### config.mk
export PLATFORM = sky130hd
export DESIGN_NAME = blit_engine_flat
export DESIGN_NICKNAME = d
export VERILOG_FILES = /design/src/rtl/blit_engine_pkg.sv /design/src/rtl/blit_engine_if.sv /design/src/rtl/blit_engine_addr_gen.sv /design/src/rtl/blit_engine.sv /design/src/flat_wrapper.sv
export SDC_FILE = /design/constraint.sdc
export NUM_CORES = 1
export LEC_CHECK = 0
export CELL_PAD_IN_SITES_DETAIL_PLACEMENT = 1
export CELL_PAD_IN_SITES_GLOBAL_PLACEMENT = 2
export CORE_MARGIN = 10
export CORE_UTILIZATION = 31
export CTS_BUF_LIST = sky130_fd_sc_hd__clkbuf_16
export DETAILED_ROUTE_END_ITERATION = 8
export GPL_ROUTABILITY_DRIVEN = 1
export PLACE_DENSITY_LB_ADDON = 0.1
export RECOVER_POWER = 100
export SYNTH_ARGS = -nofsm -noshare
export SYNTH_HDL_FRONTEND = slang
export SYNTH_SLANG_ARGS = --single-unit
### constraint.sdc
create_clock -name clk -period 5.48 [get_ports clk]
set_clock_uncertainty 0.2 [all_clocks]
set_input_delay 0.548 -clock clk [delete_from_list [all_inputs] [get_ports clk]]
set_output_delay 0.548 -clock clk [all_outputs]
set_load 0.02 [all_outputs]
### src/rtl/blit_engine_pkg.sv
// Shared definitions for the rectangle fill/copy engine: state and op encodings
// plus default bus widths.
package blit_engine_pkg;

    localparam int BLIT_ADDR_W_DEF = 16;
    localparam int BLIT_DATA_W_DEF = 16;
    localparam int BLIT_DIM_W_DEF  = 12;

    localparam logic BLIT_OP_FILL = 1'b0;
    localparam logic BLIT_OP_COPY = 1'b1;

    typedef enum logic [2:0] {
        BLIT_IDLE    = 3'd0,
        BLIT_FILL_WR = 3'd1,
        BLIT_CP_RD   = 3'd2,
        BLIT_CP_WAIT = 3'd3,
        BLIT_CP_WR   = 3'd4,
        BLIT_DONE    = 3'd5
    } blit_state_t;

    function automatic logic is_empty_rect(input logic [BLIT_DIM_W_DEF-1:0] w,
                                           input logic [BLIT_DIM_W_DEF-1:0] h);
        return (w == '0) || (h == '0);
    endfunction

endpackage

### src/rtl/blit_engine_if.sv
// Command handshake and VRAM slot bus of the blit engine; names are seen from the engine.
interface blit_engine_if #(
    parameter int ADDR_W = blit_engine_pkg::BLIT_ADDR_W_DEF,
    parameter int DATA_W = blit_engine_pkg::BLIT_DATA_W_DEF,
    parameter int DIM_W  = blit_engine_pkg::BLIT_DIM_W_DEF
);
    logic              cmd_valid_i;
    logic              cmd_ready_o;
    logic              cmd_copy_i;
    logic [ADDR_W-1:0] cmd_src_i;
    logic [ADDR_W-1:0] cmd_dst_i;
    logic [DIM_W-1:0]  cmd_width_i;
    logic [DIM_W-1:0]  cmd_height_i;
    logic [DIM_W-1:0]  cmd_src_stride_i;
    logic [DIM_W-1:0]  cmd_dst_stride_i;
    logic [DATA_W-1:0] cmd_fill_i;
    logic              blit_cycle_i;
    logic              blit_sel_o;
    logic              blit_wr_o;
    logic [ADDR_W-1:0] blit_addr_o;
    logic [DATA_W-1:0] blit_data_i;
    logic [DATA_W-1:0] blit_data_o;
    logic              busy_o;
    logic              done_o;

    modport slave (
        input  cmd_valid_i, cmd_copy_i, cmd_src_i, cmd_dst_i, cmd_width_i, cmd_height_i,
               cmd_src_stride_i, cmd_dst_stride_i, cmd_fill_i, blit_cycle_i, blit_data_i,
        output cmd_ready_o, blit_sel_o, blit_wr_o, blit_addr_o, blit_data_o, busy_o, done_o
    );

    modport master (
        output cmd_valid_i, cmd_copy_i, cmd_src_i, cmd_dst_i, cmd_width_i, cmd_height_i,
               cmd_src_stride_i, cmd_dst_stride_i, cmd_fill_i, blit_cycle_i, blit_data_i,
        input  cmd_ready_o, blit_sel_o, blit_wr_o, blit_addr_o, blit_data_o, busy_o, done_o
    );
endinterface

### src/rtl/blit_engine_addr_gen.sv
// Row-major rectangle walker: row-start pointer plus column/row counters, all
// address arithmetic wrapping modulo 2^ADDR_W.
module blit_addr_gen
    import blit_engine_pkg::*;
#(
    parameter int ADDR_W = BLIT_ADDR_W_DEF,
    parameter int DIM_W  = BLIT_DIM_W_DEF
) (
    input  logic              clk,
    input  logic              reset_i,
    input  logic              load_i,
    input  logic              step_i,
    input  logic [ADDR_W-1:0] base_i,
    input  logic [DIM_W-1:0]  width_i,
    input  logic [DIM_W-1:0]  height_i,
    input  logic [DIM_W-1:0]  stride_i,
    output logic [ADDR_W-1:0] addr_o,
    output logic              last_col_o,
    output logic              last_word_o
);
    logic [ADDR_W-1:0] row_q;
    logic [DIM_W-1:0]  col_q, rows_q, width_q, height_q, stride_q;

    always_ff @(posedge clk or posedge reset_i) begin
        if (reset_i) begin
            row_q    <= '0;
            col_q    <= '0;
            rows_q   <= '0;
            width_q  <= '0;
            height_q <= '0;
            stride_q <= '0;
        end else if (load_i) begin
            row_q    <= base_i;
            col_q    <= '0;
            rows_q   <= '0;
            width_q  <= width_i;
            height_q <= height_i;
            stride_q <= stride_i;
        end else if (step_i) begin
            if (last_col_o) begin
                col_q  <= '0;
                rows_q <= rows_q + DIM_W'(1);
                row_q  <= row_q + ADDR_W'(stride_q);
            end else begin
                col_q <= col_q + DIM_W'(1);
            end
        end
    end

    assign last_col_o  = (col_q == width_q - DIM_W'(1));
    assign last_word_o = last_col_o && (rows_q == height_q - DIM_W'(1));
    assign addr_o      = row_q + ADDR_W'(col_q);
endmodule

### src/rtl/blit_engine.sv
// Rectangle fill/copy engine issuing VRAM accesses only in granted slots.
// IDLE: wait for command | FILL_WR: write fill word per slot | CP_RD: issue source read
// CP_WAIT: wait RD_LAT for read data | CP_WR: write captured word | DONE: pulse done_o
module blit_engine
    import blit_engine_pkg::*;
#(
    parameter int ADDR_W = BLIT_ADDR_W_DEF,
    parameter int DATA_W = BLIT_DATA_W_DEF,
    parameter int DIM_W  = BLIT_DIM_W_DEF,
    parameter int RD_LAT = 2
) (
    input  logic         clk,
    input  logic         reset_i,
    blit_engine_if.slave bus
);
    blit_state_t       state_q;
    logic              ready_q, busy_q, done_q, sel_q, wr_q;
    logic [ADDR_W-1:0] addr_q;
    logic [DATA_W-1:0] data_q, fill_q, cap_q;
    logic [RD_LAT:1]   rd_sh_q;

    logic              accept, zero_size, src_step, dst_step, rd_strobe;
    logic [ADDR_W-1:0] src_addr, dst_addr;
    logic              src_last_col, src_last_word, dst_last_col, dst_last_word;
    logic              gen_unused;

    assign accept    = (state_q == BLIT_IDLE) && ready_q && bus.cmd_valid_i;
    assign zero_size = (bus.cmd_width_i == '0) || (bus.cmd_height_i == '0);
    assign src_step  = (state_q == BLIT_CP_RD) && bus.blit_cycle_i;
    assign dst_step  = ((state_q == BLIT_FILL_WR) || (state_q == BLIT_CP_WR)) && bus.blit_cycle_i;
    assign rd_strobe = sel_q && !wr_q;
    assign gen_unused = src_last_col & src_last_word & dst_last_col;

    blit_addr_gen #(.ADDR_W(ADDR_W), .DIM_W(DIM_W)) u_src (
        .clk(clk), .reset_i(reset_i), .load_i(accept), .step_i(src_step),
        .base_i(bus.cmd_src_i), .width_i(bus.cmd_width_i), .height_i(bus.cmd_height_i),
        .stride_i(bus.cmd_src_stride_i), .addr_o(src_addr),
        .last_col_o(src_last_col), .last_word_o(src_last_word)
    );

    // Completion is decided by the destination walker alone.
    blit_addr_gen #(.ADDR_W(ADDR_W), .DIM_W(DIM_W)) u_dst (
        .clk(clk), .reset_i(reset_i), .load_i(accept), .step_i(dst_step),
        .base_i(bus.cmd_dst_i), .width_i(bus.cmd_width_i), .height_i(bus.cmd_height_i),
        .stride_i(bus.cmd_dst_stride_i), .addr_o(dst_addr),
        .last_col_o(dst_last_col), .last_word_o(dst_last_word)
    );

    always_ff @(posedge clk or posedge reset_i) begin
        if (reset_i) begin
            rd_sh_q <= '0;
        end else begin
            rd_sh_q[1] <= rd_strobe;
            for (int i = 2; i <= RD_LAT; i++) rd_sh_q[i] <= rd_sh_q[i-1];
        end
    end

    always_ff @(posedge clk or posedge reset_i) begin
        if (reset_i) begin
            state_q <= BLIT_IDLE;
            ready_q <= 1'b0;
            busy_q  <= 1'b0;
            done_q  <= 1'b0;
            sel_q   <= 1'b0;
            wr_q    <= 1'b0;
            addr_q  <= '0;
            data_q  <= '0;
            fill_q  <= '0;
            cap_q   <= '0;
        end else begin
            sel_q  <= 1'b0;
            wr_q   <= 1'b0;
            done_q <= 1'b0;
            case (state_q)
                BLIT_IDLE: begin
                    ready_q <= 1'b1;
                    if (accept) begin
                        ready_q <= 1'b0;
                        busy_q  <= 1'b1;
                        fill_q  <= bus.cmd_fill_i;
                        if (zero_size)                         state_q <= BLIT_DONE;
                        else if (bus.cmd_copy_i == BLIT_OP_COPY) state_q <= BLIT_CP_RD;
                        else                                   state_q <= BLIT_FILL_WR;
                    end
                end
                BLIT_FILL_WR: if (bus.blit_cycle_i) begin
                    sel_q  <= 1'b1;
                    wr_q   <= 1'b1;
                    addr_q <= dst_addr;
                    data_q <= fill_q;
                    if (dst_last_word) state_q <= BLIT_DONE;
                end
                BLIT_CP_RD: if (bus.blit_cycle_i) begin
                    sel_q   <= 1'b1;
                    addr_q  <= src_addr;
                    state_q <= BLIT_CP_WAIT;
                end
                BLIT_CP_WAIT: if (rd_sh_q[RD_LAT]) begin
                    cap_q   <= bus.blit_data_i;
                    state_q <= BLIT_CP_WR;
                end
                BLIT_CP_WR: if (bus.blit_cycle_i) begin
                    sel_q   <= 1'b1;
                    wr_q    <= 1'b1;
                    addr_q  <= dst_addr;
                    data_q  <= cap_q;
                    state_q <= dst_last_word ? BLIT_DONE : BLIT_CP_RD;
                end
                BLIT_DONE: begin
                    done_q  <= 1'b1;
                    busy_q  <= 1'b0;
                    state_q <= BLIT_IDLE;
                end
                default: state_q <= BLIT_IDLE;
            endcase
        end
    end

    assign bus.cmd_ready_o = ready_q;
    assign bus.busy_o      = busy_q;
    assign bus.done_o      = done_q;
    assign bus.blit_sel_o  = sel_q;
    assign bus.blit_wr_o   = wr_q;
    assign bus.blit_addr_o = addr_q;
    assign bus.blit_data_o = data_q;
endmodule

### src/flat_wrapper.sv
// flat-port wrapper written by rule: the top's interface ports become plain ports
module blit_engine_flat import blit_engine_pkg::*;
#(
    parameter int ADDR_W = BLIT_ADDR_W_DEF,
    parameter int DATA_W = BLIT_DATA_W_DEF,
    parameter int DIM_W  = BLIT_DIM_W_DEF,
    parameter int RD_LAT = 2
)
  (clk, reset_i, bus_cmd_valid_i, bus_cmd_copy_i, bus_cmd_src_i, bus_cmd_dst_i, bus_cmd_width_i, bus_cmd_height_i, bus_cmd_src_stride_i, bus_cmd_dst_stride_i, bus_cmd_fill_i, bus_blit_cycle_i, bus_blit_data_i, bus_cmd_ready_o, bus_blit_sel_o, bus_blit_wr_o, bus_blit_addr_o, bus_blit_data_o, bus_busy_o, bus_done_o);
  blit_engine_if #(.ADDR_W(ADDR_W), .DATA_W(DATA_W), .DIM_W(DIM_W)) bus_i ();
  input  logic clk;
  input  logic reset_i;
  input wire logic [$bits(bus_i.cmd_valid_i)-1:0] bus_cmd_valid_i;
  input wire logic [$bits(bus_i.cmd_copy_i)-1:0] bus_cmd_copy_i;
  input wire logic [$bits(bus_i.cmd_src_i)-1:0] bus_cmd_src_i;
  input wire logic [$bits(bus_i.cmd_dst_i)-1:0] bus_cmd_dst_i;
  input wire logic [$bits(bus_i.cmd_width_i)-1:0] bus_cmd_width_i;
  input wire logic [$bits(bus_i.cmd_height_i)-1:0] bus_cmd_height_i;
  input wire logic [$bits(bus_i.cmd_src_stride_i)-1:0] bus_cmd_src_stride_i;
  input wire logic [$bits(bus_i.cmd_dst_stride_i)-1:0] bus_cmd_dst_stride_i;
  input wire logic [$bits(bus_i.cmd_fill_i)-1:0] bus_cmd_fill_i;
  input wire logic [$bits(bus_i.blit_cycle_i)-1:0] bus_blit_cycle_i;
  input wire logic [$bits(bus_i.blit_data_i)-1:0] bus_blit_data_i;
  output wire logic [$bits(bus_i.cmd_ready_o)-1:0] bus_cmd_ready_o;
  output wire logic [$bits(bus_i.blit_sel_o)-1:0] bus_blit_sel_o;
  output wire logic [$bits(bus_i.blit_wr_o)-1:0] bus_blit_wr_o;
  output wire logic [$bits(bus_i.blit_addr_o)-1:0] bus_blit_addr_o;
  output wire logic [$bits(bus_i.blit_data_o)-1:0] bus_blit_data_o;
  output wire logic [$bits(bus_i.busy_o)-1:0] bus_busy_o;
  output wire logic [$bits(bus_i.done_o)-1:0] bus_done_o;
  assign bus_i.cmd_valid_i = bus_cmd_valid_i;
  assign bus_i.cmd_copy_i = bus_cmd_copy_i;
  assign bus_i.cmd_src_i = bus_cmd_src_i;
  assign bus_i.cmd_dst_i = bus_cmd_dst_i;
  assign bus_i.cmd_width_i = bus_cmd_width_i;
  assign bus_i.cmd_height_i = bus_cmd_height_i;
  assign bus_i.cmd_src_stride_i = bus_cmd_src_stride_i;
  assign bus_i.cmd_dst_stride_i = bus_cmd_dst_stride_i;
  assign bus_i.cmd_fill_i = bus_cmd_fill_i;
  assign bus_i.blit_cycle_i = bus_blit_cycle_i;
  assign bus_i.blit_data_i = bus_blit_data_i;
  assign bus_cmd_ready_o = bus_i.cmd_ready_o;
  assign bus_blit_sel_o = bus_i.blit_sel_o;
  assign bus_blit_wr_o = bus_i.blit_wr_o;
  assign bus_blit_addr_o = bus_i.blit_addr_o;
  assign bus_blit_data_o = bus_i.blit_data_o;
  assign bus_busy_o = bus_i.busy_o;
  assign bus_done_o = bus_i.done_o;
  blit_engine #(.ADDR_W(ADDR_W), .DATA_W(DATA_W), .DIM_W(DIM_W), .RD_LAT(RD_LAT)) u_core (.clk(clk), .reset_i(reset_i), .bus(bus_i));
endmodule
==> results by group, run 1 <==
Run status
  • Outcome: complete, but fails checks
  • Failing checks: capacitance limit, slew limit

Yosys
  • Syn. warnings: 0
  • Seq cells post-synth: 190
  • Fraction of registers with async set/reset: 100%
  • Post-synth EDFFs: 0
  • Mapped Nets: 1515
  • Synthesized cell area: 11700 um2
  • Mapped Cells: 1341
  • Seq/Total Area, Yosys: 40.6%
  • Netlist cell types: 75
  • Post-Syn Area per Cell: 8.72 um2
  • Main synth FF type: dfrtp_1

Hold path
  • Worst Hold Path Cells: 0
  • Hold WC Path Type: register to register

Clock tree
  • Total CTS buffers: 17
  • Worst skew pair latency: 0.46 ns
  • CTS sink count: 190
  • Root buf cell: clkbuf_16
  • Htree depth: 4
  • CTS Hold Buffers Added: 0
  • Clock Path Buffers: 2
  • CTS tree: built
  • Setup Buffers After CTS: 0
  • Clock transition at path regs: 0.08 ns
  • # resized after CTS: 0

Critical path
  • Worst-path fanout max: 21
  • Critical path depth: 8
  • Startpoint Class: register
  • Worst Setup Path Type: register to register
  • Required time of the critical path: 5.51 ns
  • Crit path buffers/inverters: 2
  • CP max stage delay: 0.93 ns
  • Endpoint class of the critical path: register
  • Cells on worst reg2reg path: 8
  • Top delay family on crit path: simple AND/OR/NAND/NOR gates
  • CP max-delay cell: nor4_4
  • CP Cell Sequence: xnor2_1 -> nor2_1 -> clkbuf_1 -> nand2_1 -> nor4_4 -> clkbuf_1 -> mux2i_1 -> o21ai_1
  • Crit-path most repeated cell: clkbuf_1
  • Critical path arrival: 4.58 ns

STA
  • Max Fclk: 220 MHz
  • Final period util: 83.0%
  • Max-slew violations: 291
  • Setup TNS Final: 0 ns
  • Max-slew headroom: -95.2%
  • Worst-margin pin slew: 2.93 ns
  • Minimum clock period: 4.55 ns
  • RSZ-0062 raised after global routing: false
  • Final setup fails: 0
  • Final Hold Viols: 0

Finish
  • Fillers: 4436
  • Layout cells sized above 1: 4.83%
  • Area Overhead vs Synth: 21.5%
  • Final net count: 1631

Global route
  • Global-route wire length before repair: 61200 um
  • Vias in the first global route: 10500
  • Grt total ovfl: 0
  • Pin count of the biggest net entering global routing: 146
  • Initial antenna violation count: 0
  • GR Util All Layers: 16.7%

Drt
  • Final ANT Viol Nets: 0
  • Routed vias/inst: 5.02
  • Wire per inst: 19.4 um
  • Routed WL: 38500 um
  • DR vias: 9935
  • Initial DRC count: 465
  • DRC viols: 0
  • 1st-pass router iterations: 4

Power
  • Combinational share of power: 49.6%
  • Maximum vdd drop: 0.260 mV
  • Sequential power share: 34.5%
  • Pwr per Cell Area: 534 nW/um2
  • Switch share: 45.1%
  • Internal Pwr Total: 4.17 mW
  • Clock power frac: 15.9%
  • NetSw: 3.43 mW
  • Lkg Pwr: 6.19 nW
  • Final Power: 7.59 mW

Die
  • Initial core utilization: 31.2%
  • Die Ht: 214 um
  • CORE AREA: 37500 um2
  • Placement Rows: 71
  • I/O Pins: 154
  • Die area: 45900 um2
  • Die width: 214 um

Place
  • HPWL after DPL: 28700 um
  • PortBufs: 153
  • GPL Wtd Cong: 0.823

Job
  • Max Cap Violations: 3
-- path summary, 6_finish.rpt --
path                       slack (ns)                  endpoint               from
hold reg to reg                  0.15         u_core.rd_sh_q[2]  u_core.rd_sh_q[1]
setup reg to reg                 0.93     u_core.u_dst.row_q[3]  u_core.state_q[0]
min in group asynchronous        0.49          u_core.fill_q[2]            reset_i
max in group asynchronous        1.43  u_core.u_dst.stride_q[6]            reset_i
hold / removal                   0.15         u_core.rd_sh_q[2]  u_core.rd_sh_q[1]
setup / recovery                 0.93     u_core.u_dst.row_q[3]  u_core.state_q[0]
-- placed cells by master, fill, tap and decap left out, types with 32 or more instances in the layout --
cell,n
a21oi_1,53
dfrtp_1,190
mux2i_1,40
o21ai_0,101
xor2_1,48
nor2_1,70
nand2_1,296
dlygate4sd3_1,38
inv_1,36
nand3_1,41
xnor2_1,57
nor3_1,32
clkdlybuf4s50_1,115
ha_1,53
-- worst register-to-register path: stages (launching register included) --
cell and delay, ns:
dfrtp_1 0.65, xnor2_1 0.16, nor2_1 0.10, clkbuf_1 0.88, nand2_1 0.56, nor4_4 0.93, clkbuf_1 0.48, mux2i_1 0.28
o21ai_1 0.08
-- layer usage --
layer | track usage [%] | wire (um) | share of wire [%] | up-vias
met4 | 4.11 | 480 | 1.2 | 0
met2 | 27.0 | 17900 | 47 | 118
li1 | - | - | - | 4905
met1 | 22.4 | 18600 | 48 | 4886
met3 | 3.67 | 1400 | 3.6 | 26
met5 | 0 | 0 | 0 | -
-- stage by stage --
| step | worst slack, ns | instance area [um2] | util (%) | instances | hold slack, ns |
|---|---|---|---|---|---|
| 3_3_place_gp | 1.39 | 13700 | 36.6 | 1949 | 0.135 |
| 4_1_cts | 1.23 | 14300 | 38.1 | 1980 | 0.153 |
| 6_report | 0.929 | 14200 | 37.9 | 1981 | 0.152 |
| 3_5_place_dp | 1.27 | 13700 | 36.6 | 1949 | 0.136 |
| 5_1_grt | 0.513 | 14200 | 37.9 | 1980 | 0.167 |
| 2_1_floorplan | 2.24 | 11700 | - | 1341 | 0.131 |
-- cells in the mapped netlist, types with 4 or more instances --
| cell | instances | area share, % |
|---|---|---|
| a211oi_1 | 4 | 0.26 |
| a21o_1 | 9 | 0.58 |
| a21oi_1 | 53 | 2.3 |
| a31oi_1 | 19 | 1.0 |
| and2_1 | 11 | 0.59 |
| and3_1 | 15 | 0.80 |
| buf_2 | 5 | 0.21 |
| clkbuf_1 | 55 | 1.8 |
| dfrtp_1 | 190 | 41 |
| fa_1 | 4 | 0.68 |
| ha_1 | 53 | 5.7 |
| inv_1 | 36 | 1.2 |
| mux2_2 | 19 | 1.8 |
| mux2i_1 | 40 | 3.4 |
| nand2_1 | 295 | 9.5 |
| nand2b_1 | 10 | 0.53 |
| nand3_1 | 42 | 1.8 |
| nand4_1 | 9 | 0.48 |
| nand4b_1 | 4 | 0.30 |
| nor2_1 | 70 | 2.2 |
| nor2b_1 | 15 | 0.80 |
| nor3_1 | 33 | 1.4 |
| nor4_1 | 12 | 0.64 |
| o2111ai_1 | 5 | 0.37 |
| o211ai_1 | 10 | 0.64 |
| o21a_1 | 11 | 0.71 |
| o21ai_0 | 82 | 3.5 |
| o21ai_1 | 22 | 0.94 |
| o31a_1 | 8 | 0.60 |
| o31ai_1 | 9 | 0.58 |
| or2_2 | 7 | 0.37 |
| or3_1 | 14 | 0.75 |
| xnor2_1 | 57 | 4.3 |
| xor2_1 | 48 | 3.6 |
-- registers in the layout, indices dropped and copies added, names as in the netlist, 12 cells and up --
| signal | cells |
|---|---|
| u_core.bus.blit_addr_o | 16 |
| u_core.bus.blit_data_o | 16 |
| u_core.cap_q | 16 |
| u_core.fill_q | 16 |
| u_core.u_dst.row_q | 16 |
| u_core.u_src.row_q | 16 |
| u_core.u_dst.col_q | 12 |
| u_core.u_dst.height_q | 12 |
| u_core.u_dst.rows_q | 12 |
| u_core.u_dst.stride_q | 12 |
| u_core.u_src.col_q | 12 |
| u_core.u_src.stride_q | 12 |
| u_core.u_src.width_q | 12 |
-- power groups by stage --
| stage | Clock, mW | Combinational [mW] | Sequential (mW) |
|---|---|---|---|
| after floorplan | 0 | 2.71 | 2.46 |
| after global placement | 0 | 3.79 | 2.64 |
| after detailed placement | 0 | 3.87 | 2.65 |
| after CTS | 1.26 | 3.89 | 2.63 |
| after global routing | 1.31 | 4.27 | 2.72 |
| final | 1.21 | 3.76 | 2.62 |
-- cell type report --
class	count	area, um2	share of cell area [%]
Multi-Input combinational cell	1050	6550	46.1
Tap cell	511	639	4.50
Clock inverter	14	113	0.792
Clock buffer	17	425	2.99
Sequential cell	190	4750	33.4
Timing Repair Buffer	162	1590	11.2
Inverter	36	136	0.959
Antenna cell	1	2.50	0.0176
-- cells by family (layout without fill, tap and decap cells) --
group,after synthesis,in the layout,share of synthesized area [%]
simple gates,559,559,22.1
compound gates,270,270,14.4
flops,190,190,40.6
xor+xnor,105,105,7.86
buf+inv,101,229,3.39
mux,59,59,5.25
fa+ha+maj,57,57,6.35
other cells,0,1,0
Power figures use the tool's default switching activity.
==> run 2: changes to the inputs <==
CORE_UTILIZATION = 34   (was 31)
clock period = 4.43 ns   (was 5.48 ns; I/O delays follow)
==> run 2 against run 1 <==
Against the previous run: the flow still finishes with violations (capacitance limit, slew limit); sequential share of layout area barely moved; cell area about the same; hold slack better by 0.0019 ns; wire length shrank 1.8%; total power up 26%; sequential power up 23%; count of clock-buffer cells in the layout stayed put; utilization is 4.3 points higher; first-iteration DRC count decreased by 26%; non-clock buffer count increased by 6; clock power is 37% higher; critical endpoint is now u_core.u_dst.row_q[1]; largest cell class unchanged; largest power group unchanged; highest routed layer is now met5.
==> results by group, run 2 (synthesis results as in run 1) <==
Run status
  • Outcome: complete, but fails checks (unchanged)
  • Failing checks: capacitance limit, slew limit (unchanged)

Drt
  • Final ANT Viol Nets: 0 (unchanged)
  • DRC viols: 0 (unchanged)
  • Routed vias/inst: 5.24 (was 5.02)
  • Initial DRC count: 342 (was 465)
  • DR vias: 10100 (was 9935)
  • Routed WL: 37800 um (was 38500 um)
  • 1st-pass router iterations: 5 (was 4)
  • Wire per inst: 19.6 um (was 19.4 um)

STA
  • Hold Slack: 0.154 ns (was 0.152 ns)
  • Final Hold Viols: 0 (unchanged)
  • Max Fclk: 254 MHz (was 220 MHz)
  • Minimum clock period: 3.94 ns (was 4.55 ns)
  • Final period util: 88.9% (was 83.0%)
  • Max-slew violations: 274 (was 291)
  • Setup TNS Final: 0 ns (unchanged)
  • RSZ-0062 raised after global routing: false (unchanged)
  • Max-slew headroom: -31.8% (was -95.2%)
  • Worst-margin pin slew: 1.97 ns (was 2.93 ns)
  • Final setup fails: 0 (unchanged)

Clock tree
  • Clock transition at path regs: 0.07 ns (was 0.08 ns)
  • CTS Hold Buffers Added: 0 (unchanged)
  • Htree depth: 4 (unchanged)
  • Root buf cell: clkbuf_16 (unchanged)
  • Setup Buffers After CTS: 0 (unchanged)
  • Total CTS buffers: 17 (unchanged)
  • # resized after CTS: 0 (unchanged)
  • Clock Path Buffers: 2 (unchanged)
  • CTS sink count: 190 (unchanged)
  • Worst skew pair latency: 0.46 ns (about the same)
  • CTS tree: built (unchanged)

Global route
  • Initial antenna violation count: 1 (was 0)
  • Global-route wire length before repair: 59800 um (was 61200 um)
  • Vias in the first global route: 10500 (unchanged)
  • Grt total ovfl: 0 (unchanged)
  • GR Util All Layers: 18.0% (was 16.7%)
  • Pin count of the biggest net entering global routing: 77 (was 146)

Critical path
  • Endpoint class of the critical path: register (unchanged)
  • Worst-path fanout max: 15 (was 21)
  • Startpoint Class: register (unchanged)
  • Required time of the critical path: 4.57 ns (was 5.51 ns)
  • Critical path arrival: 4.08 ns (was 4.58 ns)
  • Worst Setup Path Type: register to register (unchanged)

Place
  • DP Area: 13700 um2 (about the same)
  • PortBufs: 153 (unchanged)
  • HPWL after DPL: 28800 um (was 28700 um)
  • GPL Wtd Cong: 0.832 (was 0.823)

Die
  • Placement Rows: 67 (was 71)
  • I/O Pins: 154 (unchanged)
  • Die Ht: 205 um (was 214 um)
  • Die width: 205 um (was 214 um)
  • Die area: 42200 um2 (was 45900 um2)
  • Initial core utilization: 34.7% (was 31.2%)
  • CORE AREA: 33700 um2 (was 37500 um2)

Finish
  • Layout cells sized above 1: 5.22% (was 4.83%)
  • Area Overhead vs Synth: 21.6% (was 21.5%)
  • Commonest non-fill, non-tap cells in the layout: nand2_1, dfrtp_1, clkdlybuf4s50_1, o21ai_0, nor2_1 (unchanged)
  • Fillers: 3941 (was 4436)
  • Commonest non-fill, non-tap cell in the layout: nand2_1 (unchanged)
  • Final net count: 1637 (was 1631)
  • Design area: 14200 um2 (about the same)
  • Diode count: 0 (was 1)

Hold path
  • Hold WC Path Type: register to register (unchanged)

Job
  • Max Cap Violations: 5 (was 3)

Power
  • Lkg Pwr: 6.24 nW (was 6.19 nW)
  • Pwr per Cell Area: 670 nW/um2 (was 534 nW/um2)
  • Maximum vdd drop: 0.307 mV (was 0.260 mV)
## run 2: path summary, 6_finish.rpt
check | startpoint | slack (ns) | cells after the start | endpoint
min in group asynchronous | reset_i | 0.73 | 2 | u_core.fill_q[0]
max in group asynchronous | reset_i | 0.89 | 3 | u_core.u_dst.row_q[0]
setup / recovery | u_core.u_src.width_q[0] | 0.49 | 10 | u_core.u_dst.row_q[1]
setup reg to reg | u_core.u_src.width_q[0] | 0.49 | 10 | u_core.u_dst.row_q[1]
hold reg to reg | u_core.rd_sh_q[1] | 0.15 | 0 | u_core.rd_sh_q[2]
hold / removal | u_core.rd_sh_q[1] | 0.15 | 0 | u_core.rd_sh_q[2]
## run 2: cell type report
type / count / area (um2) / share of cell area, %
Clock buffer: 17 / 425 / 2.99
Clock inverter: 15 / 185 / 1.30
Inverter: 36 / 136 / 0.959
Multi-Input combinational cell: 1050 / 6550 / 46.0
Sequential cell: 190 / 4750 / 33.4
Tap cell: 448 / 561 / 3.94
Timing Repair Buffer: 168 / 1620 / 11.4
## run 2: routing by layer
metal	global-route usage (%)	vias up	share of wire, %
met5	0	-	0.032
met4	4.73	2	1.4
met3	4.53	25	4.9
met2	28.6	145	46
met1	23.9	4991	47
li1	-	4916	-
## run 2: metrics by stage
step	std cells	util (%)	total power, mW	worst slack (ns)
3_3_place_gp	1892	40.6	7.94	0.652
6_report	1924	42.2	9.53	0.490
3_5_place_dp	1892	40.6	8.04	0.505
5_1_grt	1924	42.2	10.4	0.0936
4_1_cts	1924	42.4	9.77	0.485
2_1_floorplan	1341	-	6.39	1.19
## run 2: power breakdown
group | switching, mW | internal, mW
Sequential | 0.789 | 2.43
Clock | 0.761 | 0.900
Combinational | 2.66 | 1.99
Total | 4.21 | 5.32
## run 2: worst max-delay path, stage by stage, from the launching register on
cell and delay [ns]:
dfrtp_1 0.47, inv_1 0.11, ha_1 0.48, or4b_1 0.63
nor3_4 0.18, xnor2_1 0.10, o211a_4 0.30, nor4_4 0.56
and2_0 0.42, a21oi_1 0.11, mux2_2 0.27
==> run 3: changes to the inputs <==
CORE_UTILIZATION = 35   (was 34)
CTS_BUF_LIST = sky130_fd_sc_hd__clkbuf_4   (was sky130_fd_sc_hd__clkbuf_16)
==> run 3 against run 2 <==
Against the previous run: global-route usage is 0.24 points higher; final cell count is 0.10% higher; the flow still finishes with violations (capacitance limit, slew limit); largest cell class unchanged; via count hardly changed; wire length is 1.5% lower; register-to-register slack better by 0.04 ns; hold slack worse by 0.065 ns; sequential cell count stayed put; clock power is 41% lower; maximum frequency is 1.1% higher; largest power group unchanged; utilization is 0.36 points higher; die area is 2.6% lower.
==> results by group, run 3 (synthesis results as in run 1) <==
Clock tree
  • CTS sink count: 190 (unchanged)
  • Setup Buffers After CTS: 0 (unchanged)
  • Htree depth: 4 (unchanged)
  • CTS Hold Buffers Added: 0 (unchanged)
  • # resized after CTS: 0 (unchanged)
  • Clock transition at path regs: 0.19 ns (was 0.07 ns)
  • Clock Path Buffers: 2 (unchanged)
  • Total CTS buffers: 17 (unchanged)
  • Worst skew pair latency: 0.65 ns (was 0.46 ns)
  • CTS tree: built (unchanged)
  • Root buf cell: clkbuf_4 (was clkbuf_16)

Critical path
  • Startpoint Class: register (unchanged)
  • Required time of the critical path: 4.77 ns (was 4.57 ns)
  • CP max-delay cell: dfrtp_1 (was or4b_1)
  • CP max stage delay: 0.53 ns (was 0.63 ns)
  • Critical path arrival: 4.24 ns (was 4.08 ns)
  • Worst-path fanout max: 18 (was 15)
  • CP Cell Sequence: inv_1 -> ha_1 -> buf_4 -> nor2b_1 -> or3_1 -> a31oi_1 -> o2111ai_1 -> nor4_4 -> clkbuf_2 -> nand2_4 -> or3_1 -> a21oi_1 (was inv_1 -> ha_1 -> or4b_1 -> nor3_4 -> xnor2_1 -> o211a_4 -> nor4_4 -> and2_0 -> a21oi_1 -> mux2_2)
  • Endpoint class of the critical path: register (unchanged)
  • Worst Setup Path Type: register to register (unchanged)
  • Crit path buffers/inverters: 3 (was 1)
  • Crit-path most repeated cell: or3_1
  • Top delay family on crit path: simple AND/OR/NAND/NOR gates (unchanged)

Global route
  • Initial antenna violation count: 4 (was 1)
  • Pin count of the biggest net entering global routing: 146 (was 77)
  • Routing usage on met2: 29.4% (was 28.6%)
  • Global-route wire length before repair: 59900 um (was 59800 um)
  • Met3 Use GR: 4.94% (was 4.53%)
  • Met1 GRT Util: 24.1% (was 23.9%)
  • GRT Max-Usage Layer: met2 (unchanged)
  • GR Util All Layers: 18.3% (was 18.0%)
  • Grt total ovfl: 0 (unchanged)
  • Vias in the first global route: 10600 (was 10500)

Power
  • Lkg Pwr: 6.13 nW (was 6.24 nW)
  • Maximum vdd drop: 0.243 mV (was 0.307 mV)
  • Pwr per Cell Area: 634 nW/um2 (was 670 nW/um2)

Hold path
  • Hold WC Path Type: input port to register (was register to register)

Finish
  • Commonest non-fill, non-tap cells in the layout: nand2_1, dfrtp_1, clkdlybuf4s50_1, o21ai_0, nor2_1 (unchanged)
  • Commonest non-fill, non-tap cell in the layout: nand2_1 (unchanged)
  • Layout cells sized above 1: 5.61% (was 5.22%)
  • Final net count: 1641 (was 1637)
  • Area Overhead vs Synth: 19.3% (was 21.6%)

Place
  • GPL Wtd Cong: 0.867 (was 0.832)
  • PortBufs: 153 (unchanged)
  • HPWL after DPL: 28400 um (was 28800 um)

STA
  • Minimum clock period: 3.90 ns (was 3.94 ns)
  • Final period util: 88.0% (was 88.9%)
  • Max-slew violations: 223 (was 274)
  • Setup TNS Final: 0 ns (unchanged)
  • Worst-margin pin slew: 2.13 ns (was 1.97 ns)
  • RSZ-0062 raised after global routing: false (unchanged)
  • Hold Slack: 0.0895 ns (was 0.154 ns)
  • Max-slew headroom: -43.0% (was -31.8%)
  • Final setup fails: 0 (unchanged)
  • Final Hold Viols: 0 (unchanged)
  • Max Fclk: 257 MHz (was 254 MHz)

Drt
  • Initial DRC count: 413 (was 342)
  • Wire per inst: 19.3 um (was 19.6 um)
  • DR vias: 10100 (about the same)
  • Routed WL: 37200 um (was 37800 um)
  • Final ANT Viol Nets: 0 (unchanged)
  • 1st-pass router iterations: 4 (was 5)
  • DRC viols: 0 (unchanged)
  • Routed vias/inst: 5.23 (was 5.24)

Die
  • Die Ht: 203 um (was 205 um)
  • Placement Rows: 66 (was 67)
  • Die area: 41100 um2 (was 42200 um2)
  • I/O Pins: 154 (unchanged)
  • Initial core utilization: 35.7% (was 34.7%)
  • CORE AREA: 32800 um2 (was 33700 um2)
  • Die width: 203 um (was 205 um)

Run status
  • Outcome: complete, but fails checks (unchanged)
  • Failing checks: capacitance limit, slew limit (unchanged)

Job
  • Max Cap Violations: 4 (was 5)
## run 3: cell count changes in the layout (fill, tap and decap cells not counted), moves of 2 or more
cell / before / now
buf_12: 0 / 2
buf_4: 6 / 8
bufinv_16: 3 / 0
clkbuf_16: 17 / 0
clkbuf_4: 0 / 18
clkinv_8: 0 / 2
diode_2: 0 / 4
inv_1: 37 / 35
inv_8: 3 / 5
## run 3: cell type report
| type | count | area (um2) |
|---|---|---|
| flip-flops and latches | 190 | 4750 |
| diodes | 4 | 10.0 |
| inverters | 36 | 136 |
| repair buffers | 172 | 1670 |
| multi-input cells | 1050 | 6560 |
| clock inverters | 15 | 148 |
| fillers | 3846 | 18800 |
| well taps | 442 | 553 |
| clock buffers | 17 | 128 |
## run 3: where the power goes
| group | internal, mW | total, mW | switching (mW) |
|---|---|---|---|
| sequential | 2.42 | 3.19 | 0.774 |
| clock | 0.253 | 0.982 | 0.729 |
| combinational | 2.01 | 4.67 | 2.66 |
## run 3: per-stage QoR
stage | area, um2 | power, mW | setup slack, ns | util [%] | instances
floorplan | 11700 | 6.39 | 1.19 | - | 1341
global placement | 13700 | 7.92 | 0.712 | 41.9 | 1890
finish | 14000 | 8.85 | 0.532 | 42.6 | 1926
global route | 14000 | 9.70 | 0.246 | 42.6 | 1923
detailed placement | 13700 | 8.04 | 0.701 | 41.9 | 1890
CTS | 14000 | 9.07 | 0.674 | 42.7 | 1922
## run 3: per-layer routing
metal / wire [um] / share of wire [%] / up-vias
li1: - / - / 4938
met1: 17600 / 47 / 4986
met2: 17500 / 47 / 125
met3: 1690 / 4.5 / 23
met4: 445 / 1.2 / 2
met5: 9 / 0.024 / -
## run 3: worst paths after layout
| check | start | to | slack (ns) | depth (start not counted) |
|---|---|---|---|---|
| worst max-delay path | u_core.u_src.width_q[0] | u_core.u_dst.rows_q[10] | 0.53 | 12 |
| worst min register to register | u_core.rd_sh_q[1] | u_core.rd_sh_q[2] | 0.20 | 0 |
| worst max register to register | u_core.u_src.width_q[0] | u_core.u_dst.rows_q[10] | 0.53 | 12 |
| worst min-delay path | bus_cmd_fill_i[14] | u_core.fill_q[14] | 0.09 | 3 |
| min in group asynchronous | reset_i | u_core.u_src.stride_q[11] | 0.60 | 2 |
| max in group asynchronous | reset_i | u_core.fill_q[2] | 1.00 | 3 |
## run 3: worst register-to-register path, stage by stage (launching register included)
cell and delay, ns:
dfrtp_1 0.53, inv_1 0.10, ha_1 0.30, buf_4 0.20
nor2b_1 0.13, or3_1 0.35, a31oi_1 0.40, o2111ai_1 0.27
nor4_4 0.18, clkbuf_2 0.52, nand2_4 0.12, or3_1 0.37
a21oi_1 0.14
==> patch (config.mk and constraints of run 3) <==
`RD_LAT` is set to 2 in 2 places; all go to 4.
--- a/src/rtl/blit_engine.sv
+++ b/src/rtl/blit_engine.sv
@@ -8,5 +8,5 @@
     parameter int DATA_W = BLIT_DATA_W_DEF,
     parameter int DIM_W  = BLIT_DIM_W_DEF,
-    parameter int RD_LAT = 2
+    parameter int RD_LAT = 4
 ) (
     input  logic         clk,
--- a/src/flat_wrapper.sv
+++ b/src/flat_wrapper.sv
@@ -5,5 +5,5 @@
     parameter int DATA_W = BLIT_DATA_W_DEF,
     parameter int DIM_W  = BLIT_DIM_W_DEF,
-    parameter int RD_LAT = 2
+    parameter int RD_LAT = 4
 )
   (clk, reset_i, bus_cmd_valid_i, bus_cmd_copy_i, bus_cmd_src_i, bus_cmd_dst_i, bus_cmd_width_i, bus_cmd_height_i, bus_cmd_src_stride_i, bus_cmd_dst_stride_i, bus_cmd_fill_i, bus_blit_cycle_i, bus_blit_data_i, bus_cmd_ready_o, bus_blit_sel_o, bus_blit_wr_o, bus_blit_addr_o, bus_blit_data_o, bus_busy_o, bus_done_o);
Formal check against the unedited RTL: not equivalent (Yosys sat finds a counterexample within 10 cycles, from zero or initial values and one cycle with reset_i high).
==> patch against run 3 <==
The run still ends with max-capacitance violations, max-slew violations left; non-clock buffer count shrank 1; sequential cell count rose by 2; setup slack improved by 0.14 ns; count of clock-buffer cells in the layout unchanged; synthesized area fell by 0.18%; worst hold slack improved by 0.026 ns; sequential share of layout area grew 0.29 points; power is 2.2% higher; routed wire length shrank 0.40%; cell area is 0.21% higher; largest cell class unchanged; largest power group unchanged; highest routed layer is now met4.
==> patch: results (changes against run 3) <==
Status: complete, but fails checks (unchanged)
Failing checks: max-capacitance violations, max-slew violations (unchanged)
Worst hold endpoint: u_core.fill_q[1] (was u_core.fill_q[14])
Synth area leaders: dfrtp_1, nand2_1, ha_1, xnor2_1, o21ai_0 (was dfrtp_1, nand2_1, ha_1, xnor2_1, xor2_1)
Diode count: 1 (was 4)
Final-report max-slew violation count: 95 (was 223)
Buffers, non-clock: 171 (was 172)
Initial DRC count: 388 (was 413)
Post-synth top cells: nand2_1, dfrtp_1, nor2_1 (was nand2_1, dfrtp_1, o21ai_0)
Xor/xnor share of the synthesized area: 0.0762 (was 0.0786)
Sequential share of the synthesized area: 0.411 (was 0.406)
Routed vias/inst: 5.20 (was 5.23)
Slowest-stage cell, CP: or4_1 (was dfrtp_1)
Max cap viols: 2 (was 4)
Vias in the first global route: 10500 (was 10600)
Net Switching: 4.18 mW (was 4.16 mW)
Cell variety after synth: 68 (was 75)
Detail Placement HPWL: 27.7 mm (was 28.4 mm)
Mux share of post-synthesis cell area: 0.0509 (was 0.0525)
DR pass1 iterations: 5 (was 4)
Number of fill cells: 3855 (was 3846)
Reg power frac: 0.353 (was 0.361)
Max incr delay on CP: 0.70 ns (was 0.53 ns)
WHS: 0.115 ns (was 0.0895 ns)
Clock-cell share of area: 0.0223 (was 0.0197)
Final WL: 37.1 mm (was 37.2 mm)
[patch: routing by layer]
metal,GRT usage,part of all wire,up-vias
li1,-,-,4914
met1,0.254,0.49,4955
met2,0.292,0.47,126
met3,0.0334,0.030,18
met4,0.0330,0.0095,0
met5,0,0,-
[patch: per-stage QoR]
stage               utilization  setup WS [ns]  area, µm²  power (mW)
global route              0.428          0.256      14000        9.90
CTS                       0.429          0.698      14000        9.25
floorplan                     -           1.23      11700        6.44
global placement          0.419          0.825      13700        8.00
detailed placement        0.419          0.723      13700        8.13
finish                    0.428          0.670      14000        9.04
[patch: cell families (layout without fill, tap and decap cells)]
group | Yosys count | in the layout
AO/OA/AOI/OAI | 246 | 246
XOR/XNOR | 100 | 100
adder cells (fa/ha/maj) | 57 | 57
buffers and inverters | 99 | 240
flip-flops | 192 | 192
multiplexers | 57 | 57
other | 0 | 1
AND/OR/NAND/NOR | 590 | 590
